--- src/rtl/audio_pkg.sv ---
// Shared types and sizes for the audio SDRAM read path.
package audio_pkg;
  typedef enum logic [2:0] {IDLE, ISSUE, DRAIN, DONE, ABORT, FLUSH} rdr_state_t;

  localparam int BEATS    = 8;
  localparam int SAMPLE_W = 16;
  localparam int WORD_W   = BEATS * SAMPLE_W;
  localparam int CNT_W    = 4;
endpackage

--- src/rtl/beat_packer.sv ---
// Collects returned 16-bit beats into one 128-bit word; the k-th beat of a
// request lands in lane k. Lanes keep their value until overwritten.
module beat_packer
  import audio_pkg::*;
(
  input  logic                Clk50,
  input  logic                reset_n,
  input  logic                clear,
  input  logic                capture_en,
  input  logic                write_en,
  input  logic                beat_valid,
  input  logic [SAMPLE_W-1:0] beat_data,
  output logic [CNT_W-1:0]    recv_cnt,
  output logic [WORD_W-1:0]   word
);
  logic [CNT_W-1:0] recv_cnt_reg;
  logic             take;

  // A beat past the eighth has no lane to land in and is not counted.
  assign take = capture_en & beat_valid & (recv_cnt_reg != CNT_W'(BEATS));

  always_ff @(posedge Clk50) begin
    if (!reset_n)
      recv_cnt_reg <= '0;
    else if (clear)
      recv_cnt_reg <= '0;
    else if (take)
      recv_cnt_reg <= recv_cnt_reg + CNT_W'(1);
  end

  for (genvar gi = 0; gi < BEATS; gi++) begin : g_lane
    logic [SAMPLE_W-1:0] lane_reg;

    always_ff @(posedge Clk50) begin
      if (!reset_n)
        lane_reg <= '0;
      else if (take && write_en && recv_cnt_reg == CNT_W'(gi))
        lane_reg <= beat_data;
    end

    assign word[gi*SAMPLE_W +: SAMPLE_W] = lane_reg;
  end

  assign recv_cnt = recv_cnt_reg;
endmodule

--- src/rtl/audio_sdram_reader.sv ---
// Turns each 128-bit audio read request into eight pipelined 16-bit SDRAM
// reads and returns the packed word with a one-cycle sdram_ac.
module audio_sdram_reader
  import audio_pkg::*;
#(
  parameter int                MEM_AW    = 25,
  parameter logic [MEM_AW-1:0] ADDR_BASE = '0,
  parameter int                TIMEOUT   = 1024
) (
  input  logic                Clk50,
  input  logic                reset_n,
  input  logic                init_done,
  input  logic                sdram_rd,
  input  logic [21:0]         sdram_addr,
  output logic                sdram_Wait,
  output logic                sdram_ac,
  output logic [WORD_W-1:0]   sdram_data,
  output logic                mem_read,
  output logic [MEM_AW-1:0]   mem_address,
  input  logic                mem_waitrequest,
  input  logic [SAMPLE_W-1:0] mem_readdata,
  input  logic                mem_readdatavalid,
  output logic                rd_err
);
  localparam int               TMR_W    = $clog2(TIMEOUT + 1);
  localparam logic [TMR_W-1:0] TMR_LAST = TMR_W'(TIMEOUT - 1);
  localparam logic [TMR_W-1:0] TMR_MAX  = TMR_W'(TIMEOUT);
  localparam logic [CNT_W-1:0] CNT_FULL = CNT_W'(BEATS);
  localparam logic [CNT_W-1:0] CNT_LAST = CNT_W'(BEATS - 1);

  rdr_state_t        state_reg, state_next;
  logic [CNT_W-1:0]  iss_cnt_reg;
  logic [CNT_W-1:0]  recv_cnt;
  logic [TMR_W-1:0]  timer_reg;
  logic [MEM_AW-1:0] base_reg;
  logic              rd_err_reg;
  logic              start;
  logic              timeout_hit;
  logic              issue_ok;
  logic              capture_en;
  logic              write_en;

  assign timeout_hit = (timer_reg == TMR_LAST);
  assign issue_ok    = (state_reg == ISSUE) && !mem_waitrequest;

  // Timeout is checked first so it wins over any other exit condition.
  always_comb begin
    state_next = state_reg;
    start      = 1'b0;
    case (state_reg)
      IDLE: begin
        if (sdram_rd && init_done) begin
          start      = 1'b1;
          state_next = ISSUE;
        end
      end
      ISSUE: begin
        if (timeout_hit)
          state_next = ABORT;
        else if (issue_ok && iss_cnt_reg == CNT_LAST)
          state_next = DRAIN;
      end
      DRAIN: begin
        if (timeout_hit)
          state_next = ABORT;
        else if (recv_cnt == CNT_FULL)
          state_next = DONE;
      end
      DONE:  state_next = IDLE;
      ABORT: state_next = FLUSH;
      FLUSH: begin
        if (recv_cnt == iss_cnt_reg || timeout_hit)
          state_next = IDLE;
      end
      default: state_next = IDLE;
    endcase
  end

  always_ff @(posedge Clk50) begin
    if (!reset_n) begin
      state_reg   <= IDLE;
      iss_cnt_reg <= '0;
      timer_reg   <= '0;
      base_reg    <= '0;
      rd_err_reg  <= 1'b0;
    end else begin
      state_reg <= state_next;
      if (start) begin
        base_reg    <= ADDR_BASE + MEM_AW'({sdram_addr, 3'b000});
        iss_cnt_reg <= '0;
      end else if (issue_ok) begin
        iss_cnt_reg <= iss_cnt_reg + CNT_W'(1);
      end
      // The same timer bounds the request and, restarted, the flush.
      if (start || state_reg == ABORT)
        timer_reg <= '0;
      else if (timer_reg != TMR_MAX)
        timer_reg <= timer_reg + TMR_W'(1);
      if (state_next == ABORT)
        rd_err_reg <= 1'b1;
    end
  end

  assign capture_en = (state_reg == ISSUE) || (state_reg == DRAIN) ||
                      (state_reg == ABORT) || (state_reg == FLUSH);
  assign write_en   = (state_reg == ISSUE) || (state_reg == DRAIN);

  beat_packer u_packer (
    .Clk50      (Clk50),
    .reset_n    (reset_n),
    .clear      (start),
    .capture_en (capture_en),
    .write_en   (write_en),
    .beat_valid (mem_readdatavalid),
    .beat_data  (mem_readdata),
    .recv_cnt   (recv_cnt),
    .word       (sdram_data)
  );

  assign sdram_Wait  = ~init_done | (state_reg != IDLE);
  assign sdram_ac    = (state_reg == DONE) || (state_reg == ABORT);
  assign mem_read    = (state_reg == ISSUE);
  assign mem_address = mem_read ? (base_reg + MEM_AW'(iss_cnt_reg)) : '0;
  assign rd_err      = rd_err_reg;
endmodule

--- config.mk ---
export PLATFORM = sky130hd
export DESIGN_NAME = audio_sdram_reader
export DESIGN_NICKNAME = d
export VERILOG_FILES = /design/src/rtl/audio_pkg.sv /design/src/rtl/beat_packer.sv /design/src/rtl/audio_sdram_reader.sv
export SDC_FILE = /design/constraint.sdc
export NUM_CORES = 1
export LEC_CHECK = 0
export BUFFER_PORTS_ARGS = -buffer_cell sky130_fd_sc_hd__buf_4
export CAP_MARGIN = 20
export CORE_MARGIN = 2
export CORE_UTILIZATION = 55
export DETAILED_ROUTE_END_ITERATION = 12
export PLACE_DENSITY = 0.84
export SLEW_MARGIN = 10
export SYNTH_ARGS = -nofsm -noshare
export SYNTH_HDL_FRONTEND = slang
export SYNTH_SLANG_ARGS = --single-unit
--- constraint.sdc ---
create_clock -name Clk50 -period 3.4 [get_ports Clk50]
set_input_delay 0.68 -clock Clk50 [delete_from_list [all_inputs] [get_ports Clk50]]
set_output_delay 0.68 -clock Clk50 [all_outputs]
set_load 0.05 [all_outputs]
==> results.py <==
metrics = {
    "job": {
        "cap_violations": 0,
    },
    "placed_design": {
        "gp_congestion": 0.8604,
        "dpl_worst_slack_ns": 0.5294,
        "dp_hpwl_um": 13100,
        "port_buffers": 200,
        "placed_area_um2": 8374,
        "dp.cells": 1116,
    },
    "critical_path": {
        "timing.rr.end": "u_packer.g_lane[4].lane_reg[9]",
        "crit_required_ns": 2.72,
        "ff2ff_path_depth": 5,
        "regToRegStartpoint": "state_reg[0]",
        "critPathKind": "reg2out",
        "worstPathMaxFanout": 5,
        "reg2reg_slack_ns": 1.40,
        "crit_arrival_ns": 2.59,
        "cp-end-kind": "primary output",
        "start_kind": "flip-flop",
    },
    "synthesis": {
        "synth_sequential_area_ratio": 0.5084,
        "yosysWarnings": 0,
        "ys_seq_elements": 173,
        "synth_ff_type": "dfxtp_1",
        "synth_top_family_by_area": "simple AND/OR/NAND/NOR gates",
        "synthArstFlopShare": 0,
        "synth.top_cell.area_share": 0.5084,
        "ys_top_cells_by_area": "dfxtp_1 (51%), nand3_1 (11%), o21ai_0 (9.6%), nand2_1 (4.3%), a21boi_0 (2.4%)",
        "muxShareOfSynthArea": 0.004409,
        "synthAdderAreaFrac": 0.01653,
        "synthTopCellsByCount": "dfxtp_1 (173), nand3_1 (143), o21ai_0 (131)",
        "syn_nets": 848,
        "synth-simple-area-share": 0.2465,
        "synth_xor_area_frac": 0.03711,
        "syn_area_um2": 6812,
        "synth-compound-area-share": 0.1458,
        "syn_inst": 795,
        "ys_types": 48,
        "yosys.cell_count.top_type": "dfxtp_1",
        "synth_edf_count": 0,
        "syn_area_per_cell_um2": 8.568,
        "synth_top_area_cell": "dfxtp_1",
    },
    "power_and_ir_drop": {
        "power.switching_mw": 1.033,
        "internal-power_mw": 3.309,
        "p_comb_frac": 0.066,
        "leakagePower_nw": 3.609,
        "sw_frac_of_total": 0.2379,
        "power.total_mw": 4.342,
        "vdd_ir_drop_max_v": 0.0003035,
        "seqPwrFrac": 0.480,
        "power.density_nw_per_um2": 483.0,
        "clkPwrFrac": 0.455,
    },
    "floorplanning": {
        "start_util": 0.5647,
        "die_h_um": 115.3,
        "fp.dieArea_um2": 13290,
        "ioPinCount": 201,
        "dieWidth_um": 115.3,
        "num_rows": 40,
        "core_region_area_um2": 12060,
    },
    "clock_network": {
        "clk_path_buf_depth": 2,
        "cts_tree": "yes",
        "clk_pin_slew_ns": 0.06,
        "hold_buffers": 0,
        "cts_root_buf": "clkbuf_16",
        "clock_sinks": 173,
        "numCtsBuffers": 17,
        "clk_latency_ns": 0.42,
        "htree_levels": 4,
    },
    "routing": {
        "drtIter0Drc": 643,
        "routed_wl_um": 19300,
        "drc_errors": 0,
        "postRouteAntennaNets": 0,
        "first_pass_iters": 6,
        "via_count": 6421,
        "wire_per_inst_um": 16.80,
        "vias_per_cell": 5.588,
    },
    "sta": {
        "worst_pin_slew_ns": 0.7629,
        "finalMaxSlewViolations": 0,
        "setup_ws_ns": 0.1278,
        "fin_crit_ns": 3.272,
        "max-slew-margin-rel": 0.4914,
        "grt_setup_unrepaired": "no",
        "post-route-period-util": 0.9624,
        "skew_ns": 0.008810,
        "fin_setup_tns_ns": 0,
        "setup_viol": 0,
        "hold_violations": 0,
        "fmax_mhz": 305.6,
        "hold_ws_ns": 0.4689,
    },
    "worst_hold_path": {
        "hold_depth": 2,
        "hold_path.class": "reg2reg",
        "hold_end": "u_packer.g_lane[6].lane_reg[4]",
        "hold_start": "u_packer.g_lane[6].lane_reg[4]",
    },
    "cells_and_area": {
        "diodes": 0,
        "largest_reg_flops": 128,
        "layout.cells.non_filler": 1149,
        "drive_above_1_share": 0.2559,
        "final_nets": 1021,
        "fillers": 890,
        "syn_to_final_growth_pct": 31.96,
        "utilization": 0.7452,
        "finalInstanceArea_um2": 8989,
    },
    "global_routing": {
        "grt_overflow": 0,
        "grt_pass1_vias": 5717,
        "grt_pass1_wl_um": 29460,
        "grt_antenna_before_repair": 0,
        "grt_max_degree": 64,
        "track_usage": 0.2858,
    },
    "run_status": {
        "status": "completed",
    },
}
==> area by class of cell <==
type / count / area [µm²] / share of cell area
clock inverter: 12 / 161.4 / 0.01796
multi-input combinational: 552 / 3073 / 0.3419
tap: 168 / 210.2 / 0.02339
inverter: 11 / 41.29 / 0.004594
clock buffer: 20 / 436.7 / 0.04858
sequential: 173 / 3463 / 0.3853
timing repair buffer: 213 / 1603 / 0.1783
==> critical path: stages, from the launching register on <==
cell and delay, ns:
dfxtp_1 0.42, ha_2 0.25, ha_2 0.22, and4_1 0.27, nand2_1 0.13, or4_1 0.52
a21oi_1 0.15, buf_4 0.22
==> per-layer routing <==
layer | wire [µm] | part of all wire | track usage | up-vias
met5 | 0 | 0 | 0 | -
met4 | 694 | 0.036 | 0.1277 | 0
met3 | 1437 | 0.074 | 0.07960 | 51
met2 | 8877 | 0.46 | 0.4443 | 243
met1 | 8289 | 0.43 | 0.3729 | 2988
li1 | - | - | - | 3139
==> timing repair <==
action                     4_1_cts  5_1_grt
gates resized for setup          0        2
setup endpoints to repair        0        2
setup buffers                    0        0
==> power groups by stage <==
stage / clock network (mW) / logic (mW) / registers, mW
floorplan: 0 / 0.146 / 2.15
global placement: 0 / 0.277 / 2.13
detailed placement: 0 / 0.281 / 2.13
CTS: 1.98 / 0.283 / 2.08
global route: 2.07 / 0.306 / 2.09
finish: 1.97 / 0.285 / 2.08
==> worst max path at each step <==
stage | from | cells after the start | slack (ns) | endpoint
2_1_floorplan | iss_cnt_reg[3] | 6 | 0.24 | mem_address[19]
3_3_place_gp | iss_cnt_reg[3] | 7 | 0.58 | mem_address[23]
3_5_place_dp | iss_cnt_reg[3] | 7 | 0.53 | mem_address[23]
4_1_cts | iss_cnt_reg[3] | 7 | 0.08 | mem_address[19]
5_1_grt | iss_cnt_reg[3] | 7 | 0.005 | mem_address[23]
6_report | iss_cnt_reg[3] | 7 | 0.13 | mem_address[19]
==> layout by cell type, fill, tap and decap left out, types with 3 or more instances in the layout <==
master / count
and2_1: 3
and4_1: 3
o21ai_0: 131
o21ai_1: 5
buf_4: 212
nor3b_1: 5
nand3b_1: 4
ha_1: 7
and3_1: 6
or4_1: 5
o31ai_1: 5
bufinv_16: 3
mux2i_1: 3
xor2_1: 9
nand2_1: 78
clkbuf_1: 3
nor3_1: 6
inv_1: 11
nand3_1: 143
nor2b_1: 4
clkbuf_16: 17
xnor2_1: 18
nand4_1: 17
dfxtp_1: 173
nor2_1: 34
a21oi_1: 14
a21boi_0: 22
or3_1: 4
nor4_1: 3
==> logic make-up after synthesis <==
kind of cell               Yosys count
xor gates and xnor gates            28
adders and majority gates            9
and+or+nand+nor                    330
AOI/OAI and AO/OA                  182
DFF                                173
buffers and inverters               70
muxes                                3
(Power assumes the default switching activity.)
